[src/rtl/pipeline_hazard_ctrl_pkg.sv]
// Shared definitions for the pipeline stall/flush controller: writeback selects,
// FSM states and the packed control word driven onto the pipeline registers.
package pipe_ctrl_pkg;

  localparam logic [1:0]  WB_MEM    = 2'b00;
  localparam logic [1:0]  WB_ALU    = 2'b01;
  localparam logic [1:0]  WB_PC4    = 2'b10;
  localparam logic [31:0] NOP_INSTR = 32'h0000_0013;

  typedef enum logic {
    RUN      = 1'b0,
    MEM_WAIT = 1'b1
  } state_t;

  typedef struct packed {
    logic pc_we;
    logic ifid_we;
    logic idex_we;
    logic exmem_we;
    logic ifid_flush;
    logic idex_flush;
    logic pc_sel;
  } ctrl_t;

  // Control words for each pipeline action, field order as in ctrl_t.
  localparam ctrl_t CTRL_NORMAL = 7'b1111_000;
  localparam ctrl_t CTRL_FREEZE = 7'b0000_000;
  localparam ctrl_t CTRL_REDIR  = 7'b1111_111;
  localparam ctrl_t CTRL_BUBBLE = 7'b0011_010;
  localparam ctrl_t CTRL_RESET  = 7'b0000_110;

  function automatic logic reg_match(logic [4:0] rd, logic [4:0] rs, logic uses);
    return uses && (rd == rs);
  endfunction

endpackage

[src/rtl/pipeline_hazard_ctrl_if.sv]
// Bundle between the pipeline datapath and the hazard controller.
interface pipeline_hazard_ctrl_if #(
  parameter int XLEN  = 32,
  parameter int CNT_W = 32
);
  logic [4:0]      ifid_rs1;
  logic [4:0]      ifid_rs2;
  logic            ifid_uses_rs1;
  logic            ifid_uses_rs2;
  logic [4:0]      idex_rd;
  logic            idex_RegWEn;
  logic [1:0]      idex_WBsel;
  logic            ex_redirect;
  logic [XLEN-1:0] ex_target;
  logic            mem_req;
  logic            mem_ready;

  logic            pc_we;
  logic            ifid_we;
  logic            idex_we;
  logic            exmem_we;
  logic            ifid_flush;
  logic            idex_flush;
  logic            pc_sel_redirect;
  logic [XLEN-1:0] pc_redirect;
  logic [CNT_W-1:0] stall_cnt;
  logic [CNT_W-1:0] flush_cnt;

  modport master (
    output ifid_rs1, ifid_rs2, ifid_uses_rs1, ifid_uses_rs2, idex_rd, idex_RegWEn,
           idex_WBsel, ex_redirect, ex_target, mem_req, mem_ready,
    input  pc_we, ifid_we, idex_we, exmem_we, ifid_flush, idex_flush,
           pc_sel_redirect, pc_redirect, stall_cnt, flush_cnt
  );

  modport slave (
    input  ifid_rs1, ifid_rs2, ifid_uses_rs1, ifid_uses_rs2, idex_rd, idex_RegWEn,
           idex_WBsel, ex_redirect, ex_target, mem_req, mem_ready,
    output pc_we, ifid_we, idex_we, exmem_we, ifid_flush, idex_flush,
           pc_sel_redirect, pc_redirect, stall_cnt, flush_cnt
  );
endinterface

[src/rtl/pipeline_hazard_ctrl_load_use_detect.sv]
// Combinational load-use compare between the load in ID/EX and the consumer in IF/ID.
module load_use_detect
  import pipe_ctrl_pkg::*;
(
  input  logic [4:0] rs1,
  input  logic [4:0] rs2,
  input  logic       uses_rs1,
  input  logic       uses_rs2,
  input  logic [4:0] rd,
  input  logic       reg_wen,
  input  logic [1:0] wb_sel,
  output logic       lu
);
  logic is_load;

  // x0 is never written, so a load targeting it cannot create a dependency.
  assign is_load = reg_wen && (wb_sel == WB_MEM) && (rd != 5'd0);
  assign lu      = is_load && (reg_match(rd, rs1, uses_rs1) || reg_match(rd, rs2, uses_rs2));

endmodule

[src/rtl/pipeline_hazard_ctrl.sv]
// Stall/flush controller for the 5-stage pipeline: load-use bubbles, EX redirects,
// front-end freeze during data-memory waits, and saturating stall/flush counters.
module pipeline_hazard_ctrl
  import pipe_ctrl_pkg::*;
#(
  parameter int XLEN  = 32,
  parameter int CNT_W = 32
) (
  input  logic                   clk,
  input  logic                   reset,
  pipeline_hazard_ctrl_if.slave  bus
);

  state_t           state, state_d;
  logic             pend, pend_d;
  logic [XLEN-1:0]  redir_q, redir_d;
  logic [XLEN-1:0]  redirect;
  logic [CNT_W-1:0] stall_q, flush_q;
  logic             lu;
  ctrl_t            ctrl, rule_ctrl;

  function automatic logic [CNT_W-1:0] sat_inc(logic [CNT_W-1:0] v);
    return (&v) ? v : v + CNT_W'(1);
  endfunction

  load_use_detect u_lu (
    .rs1      (bus.ifid_rs1),
    .rs2      (bus.ifid_rs2),
    .uses_rs1 (bus.ifid_uses_rs1),
    .uses_rs2 (bus.ifid_uses_rs2),
    .rd       (bus.idex_rd),
    .reg_wen  (bus.idex_RegWEn),
    .wb_sel   (bus.idex_WBsel),
    .lu       (lu)
  );

  // Redirect outranks load-use: the dependent instruction is being flushed anyway.
  always_comb begin
    if (bus.ex_redirect)
      rule_ctrl = CTRL_REDIR;
    else if (lu)
      rule_ctrl = CTRL_BUBBLE;
    else
      rule_ctrl = CTRL_NORMAL;
  end

  always_comb begin
    ctrl     = CTRL_NORMAL;
    redirect = bus.ex_target;
    state_d  = state;
    pend_d   = pend;
    redir_d  = redir_q;
    if (!reset) begin
      ctrl     = CTRL_RESET;
      redirect = '0;
      state_d  = RUN;
      pend_d   = 1'b0;
      redir_d  = '0;
    end else begin
      case (state)
        RUN: begin
          if (bus.mem_req && !bus.mem_ready) begin
            ctrl    = CTRL_FREEZE;
            state_d = MEM_WAIT;
            if (bus.ex_redirect) begin
              pend_d  = 1'b1;
              redir_d = bus.ex_target;
            end
          end else begin
            ctrl = rule_ctrl;
          end
        end
        MEM_WAIT: begin
          // EX operands may be re-forwarded while frozen; only the latched target is trusted.
          redirect = redir_q;
          if (!bus.mem_ready) begin
            ctrl = CTRL_FREEZE;
          end else begin
            state_d = RUN;
            if (pend) begin
              ctrl   = CTRL_REDIR;
              pend_d = 1'b0;
            end else begin
              ctrl = rule_ctrl;
              if (bus.ex_redirect)
                redirect = bus.ex_target;
            end
          end
        end
        default: begin
          ctrl    = CTRL_FREEZE;
          state_d = RUN;
        end
      endcase
    end
  end

  always_ff @(posedge clk) begin
    if (!reset) begin
      state   <= RUN;
      pend    <= 1'b0;
      redir_q <= '0;
      stall_q <= '0;
      flush_q <= '0;
    end else begin
      state   <= state_d;
      pend    <= pend_d;
      redir_q <= redir_d;
      if (!ctrl.pc_we)
        stall_q <= sat_inc(stall_q);
      if (ctrl.pc_sel)
        flush_q <= sat_inc(flush_q);
    end
  end

  assign bus.pc_we           = ctrl.pc_we;
  assign bus.ifid_we         = ctrl.ifid_we;
  assign bus.idex_we         = ctrl.idex_we;
  assign bus.exmem_we        = ctrl.exmem_we;
  assign bus.ifid_flush      = ctrl.ifid_flush;
  assign bus.idex_flush      = ctrl.idex_flush;
  assign bus.pc_sel_redirect = ctrl.pc_sel;
  assign bus.pc_redirect     = redirect;
  assign bus.stall_cnt       = stall_q;
  assign bus.flush_cnt       = flush_q;

endmodule
[src/flat_wrapper.sv]
// flat-port wrapper written by rule: the top's interface ports become plain ports
module pipeline_hazard_ctrl_flat import pipe_ctrl_pkg::*;
#(
  parameter int XLEN  = 32,
  parameter int CNT_W = 32
)
  (clk, reset, bus_ifid_rs1, bus_ifid_rs2, bus_ifid_uses_rs1, bus_ifid_uses_rs2, bus_idex_rd, bus_idex_RegWEn, bus_idex_WBsel, bus_ex_redirect, bus_ex_target, bus_mem_req, bus_mem_ready, bus_pc_we, bus_ifid_we, bus_idex_we, bus_exmem_we, bus_ifid_flush, bus_idex_flush, bus_pc_sel_redirect, bus_pc_redirect, bus_stall_cnt, bus_flush_cnt);
  pipeline_hazard_ctrl_if #(.XLEN(XLEN), .CNT_W(CNT_W)) bus_i ();
  input  logic clk;
  input  logic reset;
  input wire logic [$bits(bus_i.ifid_rs1)-1:0] bus_ifid_rs1;
  input wire logic [$bits(bus_i.ifid_rs2)-1:0] bus_ifid_rs2;
  input wire logic [$bits(bus_i.ifid_uses_rs1)-1:0] bus_ifid_uses_rs1;
  input wire logic [$bits(bus_i.ifid_uses_rs2)-1:0] bus_ifid_uses_rs2;
  input wire logic [$bits(bus_i.idex_rd)-1:0] bus_idex_rd;
  input wire logic [$bits(bus_i.idex_RegWEn)-1:0] bus_idex_RegWEn;
  input wire logic [$bits(bus_i.idex_WBsel)-1:0] bus_idex_WBsel;
  input wire logic [$bits(bus_i.ex_redirect)-1:0] bus_ex_redirect;
  input wire logic [$bits(bus_i.ex_target)-1:0] bus_ex_target;
  input wire logic [$bits(bus_i.mem_req)-1:0] bus_mem_req;
  input wire logic [$bits(bus_i.mem_ready)-1:0] bus_mem_ready;
  output wire logic [$bits(bus_i.pc_we)-1:0] bus_pc_we;
  output wire logic [$bits(bus_i.ifid_we)-1:0] bus_ifid_we;
  output wire logic [$bits(bus_i.idex_we)-1:0] bus_idex_we;
  output wire logic [$bits(bus_i.exmem_we)-1:0] bus_exmem_we;
  output wire logic [$bits(bus_i.ifid_flush)-1:0] bus_ifid_flush;
  output wire logic [$bits(bus_i.idex_flush)-1:0] bus_idex_flush;
  output wire logic [$bits(bus_i.pc_sel_redirect)-1:0] bus_pc_sel_redirect;
  output wire logic [$bits(bus_i.pc_redirect)-1:0] bus_pc_redirect;
  output wire logic [$bits(bus_i.stall_cnt)-1:0] bus_stall_cnt;
  output wire logic [$bits(bus_i.flush_cnt)-1:0] bus_flush_cnt;
  assign bus_i.ifid_rs1 = bus_ifid_rs1;
  assign bus_i.ifid_rs2 = bus_ifid_rs2;
  assign bus_i.ifid_uses_rs1 = bus_ifid_uses_rs1;
  assign bus_i.ifid_uses_rs2 = bus_ifid_uses_rs2;
  assign bus_i.idex_rd = bus_idex_rd;
  assign bus_i.idex_RegWEn = bus_idex_RegWEn;
  assign bus_i.idex_WBsel = bus_idex_WBsel;
  assign bus_i.ex_redirect = bus_ex_redirect;
  assign bus_i.ex_target = bus_ex_target;
  assign bus_i.mem_req = bus_mem_req;
  assign bus_i.mem_ready = bus_mem_ready;
  assign bus_pc_we = bus_i.pc_we;
  assign bus_ifid_we = bus_i.ifid_we;
  assign bus_idex_we = bus_i.idex_we;
  assign bus_exmem_we = bus_i.exmem_we;
  assign bus_ifid_flush = bus_i.ifid_flush;
  assign bus_idex_flush = bus_i.idex_flush;
  assign bus_pc_sel_redirect = bus_i.pc_sel_redirect;
  assign bus_pc_redirect = bus_i.pc_redirect;
  assign bus_stall_cnt = bus_i.stall_cnt;
  assign bus_flush_cnt = bus_i.flush_cnt;
  pipeline_hazard_ctrl #(.XLEN(XLEN), .CNT_W(CNT_W)) u_core (.clk(clk), .reset(reset), .bus(bus_i));
endmodule
[config.mk]
export PLATFORM = sky130hd
export DESIGN_NAME = pipeline_hazard_ctrl_flat
export DESIGN_NICKNAME = d
export VERILOG_FILES = /design/src/rtl/pipeline_hazard_ctrl_pkg.sv /design/src/rtl/pipeline_hazard_ctrl_if.sv /design/src/rtl/pipeline_hazard_ctrl_load_use_detect.sv /design/src/rtl/pipeline_hazard_ctrl.sv /design/src/flat_wrapper.sv
export SDC_FILE = /design/constraint.sdc
export NUM_CORES = 1
export LEC_CHECK = 0
export CAP_MARGIN = 20
export CORE_MARGIN = 3
export CORE_UTILIZATION = 43
export CTS_BUF_LIST = sky130_fd_sc_hd__clkbuf_4
export CTS_CLUSTER_DIAMETER = 40
export DETAILED_ROUTE_END_ITERATION = 8
export PLACE_DENSITY = 0.85
export SLEW_MARGIN = 20
export SYNTH_ARGS = -nofsm -noshare
export SYNTH_HDL_FRONTEND = slang
export SYNTH_SLANG_ARGS = --single-unit
export TNS_END_PERCENT = 20
[constraint.sdc]
create_clock -name clk -period 2.53 [get_ports clk]
set_input_delay 0.759 -clock clk [delete_from_list [all_inputs] [get_ports clk]]
set_output_delay 0.759 -clock clk [all_outputs]
set_load 0.01 [all_outputs]
# Word-level counts from Yosys, hierarchy flattened
# Index checks and enable logic that the tools add are counted.
# classes
n_addsub	2
n_mul	0
div_mod_pow	0
n_lt_le_gt_ge	0
n_eq_ne	5
shifts	0
muxes	19
n_bitwise	4
reduce_logical	16
# op_table
cell	count
2-to-1 mux 32 bit	5
adder 32 x 1 -> 32 bit, second input constant	2
AND reduction 32 bit	2
2-to-1 mux 7 bit	6
one-hot mux 7 bit (2 select lines)	1
equality test 5 bit	2
logical AND 1 bit	6
AND reduction 2 bit	3
2-to-1 mux 1 bit	5
nonzero test 5 bit	1
!= test 2 bit, second input constant	2
NOT 1 bit	4
one-hot mux 1 bit (2 select lines)	2
AND reduction 3 bit	1
zero test 2 bit	1
!= test 2 x 1 -> 1 bit, second input constant	1
zero test 1 bit	1
logical OR 1 bit	1
# totals
register_bits	98
latchBits	0
mem_bits_rw	0
mem_bits_ro	0
inputBits	57
out_inout_bits	103
word_cells	51
mem_count	0

# Longest topological paths before layout
# logic_depth
ltp_word	12
mapped_depth	10

# By module
# From an unflattened synthesis, not the netlist that was laid out.
# unflattened
cells_unflattened	695
area_unflattened_um2	5267.6
# modules_own_cells
module	instances	cells_each	area_each_um2	seq_area_each_um2
pipeline_hazard_ctrl	1	677	5128.7	1961.9
load_use_detect	1	18	138.9	0.0

# Worst setup path before layout
# No wires, ideal clock.
# synth_path
kind	input to output
from	in bus_idex_rd[1]
to	out bus_pc_we
arrival_time_ns	1.970
required_ns	1.771
setup_slack_ns	-0.199
stages	5
path_buffers	1
cell_sequence	or4_1 > o2111ai_1 > nand2_1 > nand2_1 > buf_4
# synth_via
elab_chain_cells	10
# synth_rtl
item	line	source
from (decl)	flat_wrapper.sv:15	input wire logic [$bits(bus_i.idex_rd)-1:0] bus_idex_rd;
equality test 5 bit	pipeline_hazard_ctrl_pkg.sv:33	return uses && (rd == rs);
logical AND 1 bit	pipeline_hazard_ctrl_pkg.sv:33	
logical OR 1 bit	pipeline_hazard_ctrl_load_use_detect.sv:18	assign lu = is_load && (reg_match(rd, rs1, uses_rs1) || reg_match(rd, rs2, uses_rs2));
logical AND 1 bit *	pipeline_hazard_ctrl_load_use_detect.sv:18	
2-to-1 mux 7 bit *	pipeline_hazard_ctrl.sv:41	else if (lu)
2-to-1 mux 7 bit *	pipeline_hazard_ctrl.sv:39	if (bus.ex_redirect)
2-to-1 mux 7 bit	pipeline_hazard_ctrl.sv:80	if (pend) begin
2-to-1 mux 7 bit	pipeline_hazard_ctrl.sv:76	if (!bus.mem_ready) begin
one-hot mux 7 bit (2 select lines) *	pipeline_hazard_ctrl.sv:60	case (state)
2-to-1 mux 7 bit *	pipeline_hazard_ctrl.sv:53	if (!reset) begin
to (decl)	flat_wrapper.sv:22	output wire logic [$bits(bus_i.pc_we)-1:0] bus_pc_we;
# Every way passes the cells marked *; elsewhere a longest branch is shown, timed or not.

# Worst setup path in the final report
# layout_path
from	in bus_idex_rd[4]
to	out bus_idex_flush
# layout_via
elab_chain_cells	10
# layout_rtl
item	line	source
equality test 5 bit	pipeline_hazard_ctrl_pkg.sv:33	
logical AND 1 bit	pipeline_hazard_ctrl_pkg.sv:33	
logical OR 1 bit	pipeline_hazard_ctrl_load_use_detect.sv:18	
logical AND 1 bit *	pipeline_hazard_ctrl_load_use_detect.sv:18	
2-to-1 mux 7 bit *	pipeline_hazard_ctrl.sv:41	
2-to-1 mux 7 bit *	pipeline_hazard_ctrl.sv:39	
2-to-1 mux 7 bit	pipeline_hazard_ctrl.sv:80	
2-to-1 mux 7 bit	pipeline_hazard_ctrl.sv:76	
one-hot mux 7 bit (2 select lines) *	pipeline_hazard_ctrl.sv:60	
2-to-1 mux 7 bit *	pipeline_hazard_ctrl.sv:53	
to (decl)	flat_wrapper.sv:27	output wire logic [$bits(bus_i.idex_flush)-1:0] bus_idex_flush;
# Marked as above.

==> summary.md <==
| Metric | Value |
|---|---|
| # Max-Cap Violations | 0 |
| DRT iter0 DRCs | ~400 |
| Initial core utilization | a little under half |
| Mapped Avg Cell Area | 7.53 µm² |
| Status | finished, violations left |
| Worst hold stages | 2 |
| Worst skew pair latency | ~0.44 ns |
| Max rail drop VDD | roughly 320 µV |
| Kind of critical path | input pin to output pin |
| Sequential-to-total area share from yosys stat | roughly 39% |
| Clk sinks | a little under 100 |
| Clock transition at path regs | between 0.1 and 0.15 ns |
| FF-to-FF path depth | 6 |
| Initial antenna violation count | 2 |
| Final hold slack | between 0.4 and 0.5 ns |
| Failing checks | negative setup slack |
| Non-Filler Instances | 1007 |
| Reg area | just under 0.002 mm² |
| Vias in the first global route | slightly above 5000 |
| CTS Buffer Depth | 2 |
| Distinct cells, synth | 51 |
| Slowest stage cell, crit path | or4_4 |
| Cell leakage power | between 2 and 3 nW |
| Area delta synth->final | 46.8% |
| FP Rows | 38 |
| Cells after Synth | between 600 and 700 |
| Critical R2R Launch | u_core.bus.stall_cnt[3] |
| IO Count | 160 |
| Cell total after placement | 980 |
| Total number of vias | around 5500 |
| Fmax | around 0.37 GHz |
| I/O Buffers | 159 |
| Vias per cell | 5.49 |
| Remaining Overflow, GRT | 0 |
| Syn_nets | just over 700 |
| Final setup fails | 3 |
| Register bit count reported by yosys | roughly 100 |
| Routed length per placed instance | between 10 and 15 µm |
| Die boundary width | ~110 µm |
| Setup Skew | around 0.013 ns |
| Crit path cell chain | buf_8 -> or4_4 -> o211ai_1 -> o21ai_2 -> nand2_1 -> nand2_1 -> buf_2 |
| Largest net degree at the start of global routing | between 40 and 50 |
| Reg2Reg Setup Slack | between 0.2 and 0.25 ns |
| Power Total | between 2 and 3 mW |
| H-tree depth | 3 |
| RePlAce Congestion | between 0.9 and 1 |
| Final Cycle Share | 107% |
| R2r endpoint | u_core.bus.stall_cnt[31] |
| Worst EP required | roughly 1.8 ns |
| Dpl hpwl | about 11 mm |
| Crit path capture type | output pin |
| Syn Std Cell Area | about 0.0050 mm² |
| Critical path's largest stage delay | 0.55 ns |
| Number of iterations in the first detailed-routing pass | 5 |
| P per Cell Area | 388 mW/mm² |
| Root Buffer | clkbuf_4 |
| Fill cells | 929 |
| Count leader, synth | nand2_1 |
| Area taken by multi-input logic gates | around 0.003 mm² |
| CORE AREA | 0.0111 mm² |
| Post-synth top area share | slightly below 40% |
| Data arrival, critical path | just under 2 ns |
| Ys Warns | 0 |
| # nets final | around 920 |
| Most used cell, CP | nand2_1 |
| Crit path launch type | input pin |
| Setup TNS | -0.488 ns |
| Fin. Hold Viols | 0 |
| Commonest cells post-synth | nand2_1, dfxtp_1, a21oi_1 |
| Hold_sp | u_core.redir_q[21] |
| Top_reg_cell synth | dfxtp_1 |
| Worst Hold Class | flip-flop to flip-flop |
| Residual DRC | 0 |
| DP Worst Slack | -1.03 ns |
| Synth area leader | dfxtp_1 |
| Final WL | around 15 mm |
| Area contributors post-synth | dfxtp_1, nand2_1, a21oi_1 |
| Die Span Y | 114 µm |
| Die area | about 0.013 mm² |
| Global-route wire length before repair | ~25 mm |
| Slew Limit Fails | 0 |
| Hold Path Sink | u_core.redir_q[21] |
| Final WS setup | -0.168 ns |
| Crit-path max FO | 3 |
| GRT Total Usage | a little under a quarter |
| Max-slew headroom | a little over two thirds |
| Number of synthesized flops with an enable pin | 0 |
| Synth async-reset ratio | 0% |
| Min Tclk post-route | 2.70 ns |
| Cts bufs inserted | 9 |
| RSZ-0062 raised after global routing | true |
| CTS tree | done |
| Worst slew pin tran | between 0.4 and 0.5 ns |
| Post-route ant nets | 0 |
| Layout cells sized above 1 | approximately a fifth |
## layer usage
metal / part of all wire (%) / global-route usage, % / vias up
met5: 0 / 0 / -
met4: 1.4 / 7.85 / 0
met3: 7.0 / 4.46 / 21
met2: 49 / 38.5 / 191
met1: 42 / 29.4 / 2615
li1: - / - / 2701
## flip-flops by register name, indices dropped and copies added (netlist names)
name,cells
u_core.bus.flush_cnt,32
u_core.bus.stall_cnt,32
u_core.redir_q,32
u_core.pend,1
u_core.state,1
## critical path: cells and delay by family
family	cells	cell delay [ns]
AO/OA/AOI/OAI	2	0.30
buffers and inverters	2	0.23
AND/OR/NAND/NOR	3	0.66
## stage by stage
stage | util [%] | cell area [µm²]
after floorplan | - | 5020
after global placement | 64.3 | 7120
after detailed placement | 64.3 | 7120
after CTS | 65.7 | 7280
after global routing | 66.1 | 7320
final | 66.1 | 7320
## report_power, final
group          total [mW]  switching, mW  internal, mW  leakage [nW]
clock network       0.745          0.523         0.222        0.0666
logic               0.509          0.252         0.257          1.81
registers            1.59         0.0188          1.57         0.793
total                2.84          0.793          2.05          2.67
## cell type report
class                           count  area share [%]
Inverter                           11           0.581
Multi-Input combinational cell    516            40.9
Clock buffer                       11            1.13
Antenna cell                        2          0.0683
Clock inverter                      5           0.427
Sequential cell                    98            26.9
Timing Repair Buffer              224            27.7
Tap cell                          140            2.39
## what timing repair did
| action | CTS | global route |
|---|---|---|
| gates resized for setup | 236 | 26 |
| setup buffers | 7 | 0 |
| endpoints found under the setup margin | 64 | 47 |
| pin swaps | 27 | 24 |
| gates cloned | 3 | 0 |
| hold buffers | 0 | 0 |
## how the worst max path moves through the flow
stage / start / slack (ns) / endpoint / cells after the start
finish: bus_idex_rd[4] / -0.17 / bus_idex_flush / 7
global route: bus_ifid_rs1[1] / -0.26 / bus_idex_flush / 8
CTS: bus_idex_rd[4] / -0.21 / bus_idex_flush / 7
detailed placement: bus_idex_rd[1] / -1.03 / bus_idex_flush / 8
global placement: bus_idex_rd[2] / -0.98 / bus_idex_flush / 8
floorplan: bus_idex_rd[1] / -0.06 / bus_pc_we / 5
## cells by family after synthesis
kind of cell / synth area share [%]
buffers and inverters: 4.14
AOI/OAI and AO/OA: 14.9
DFF: 39.3
muxes: 0.602
adders and majority gates: 0.501
xor gates and xnor gates: 7.72
and+or+nand+nor: 32.8
## layout by cell type (no fill, tap or decap), drive strengths merged, types with 3 or more instances in the layout
cell	n
o211ai	5
and2	9
and3	7
xor2	25
clkinv	5
buf	108
nand2	164
and4	3
nor4	5
a21oi	88
nor2	45
clkdlybuf4s15	10
mux2i	3
o31ai	12
dlygate4sd2	3
nand4	29
clkdlybuf4s50	99
inv	10
nor3	10
dfxtp	98
o21ai	14
or3	13
xnor2	19
clkbuf	13
or4	13
nand3	30
Power figures use the tool's default switching activity.
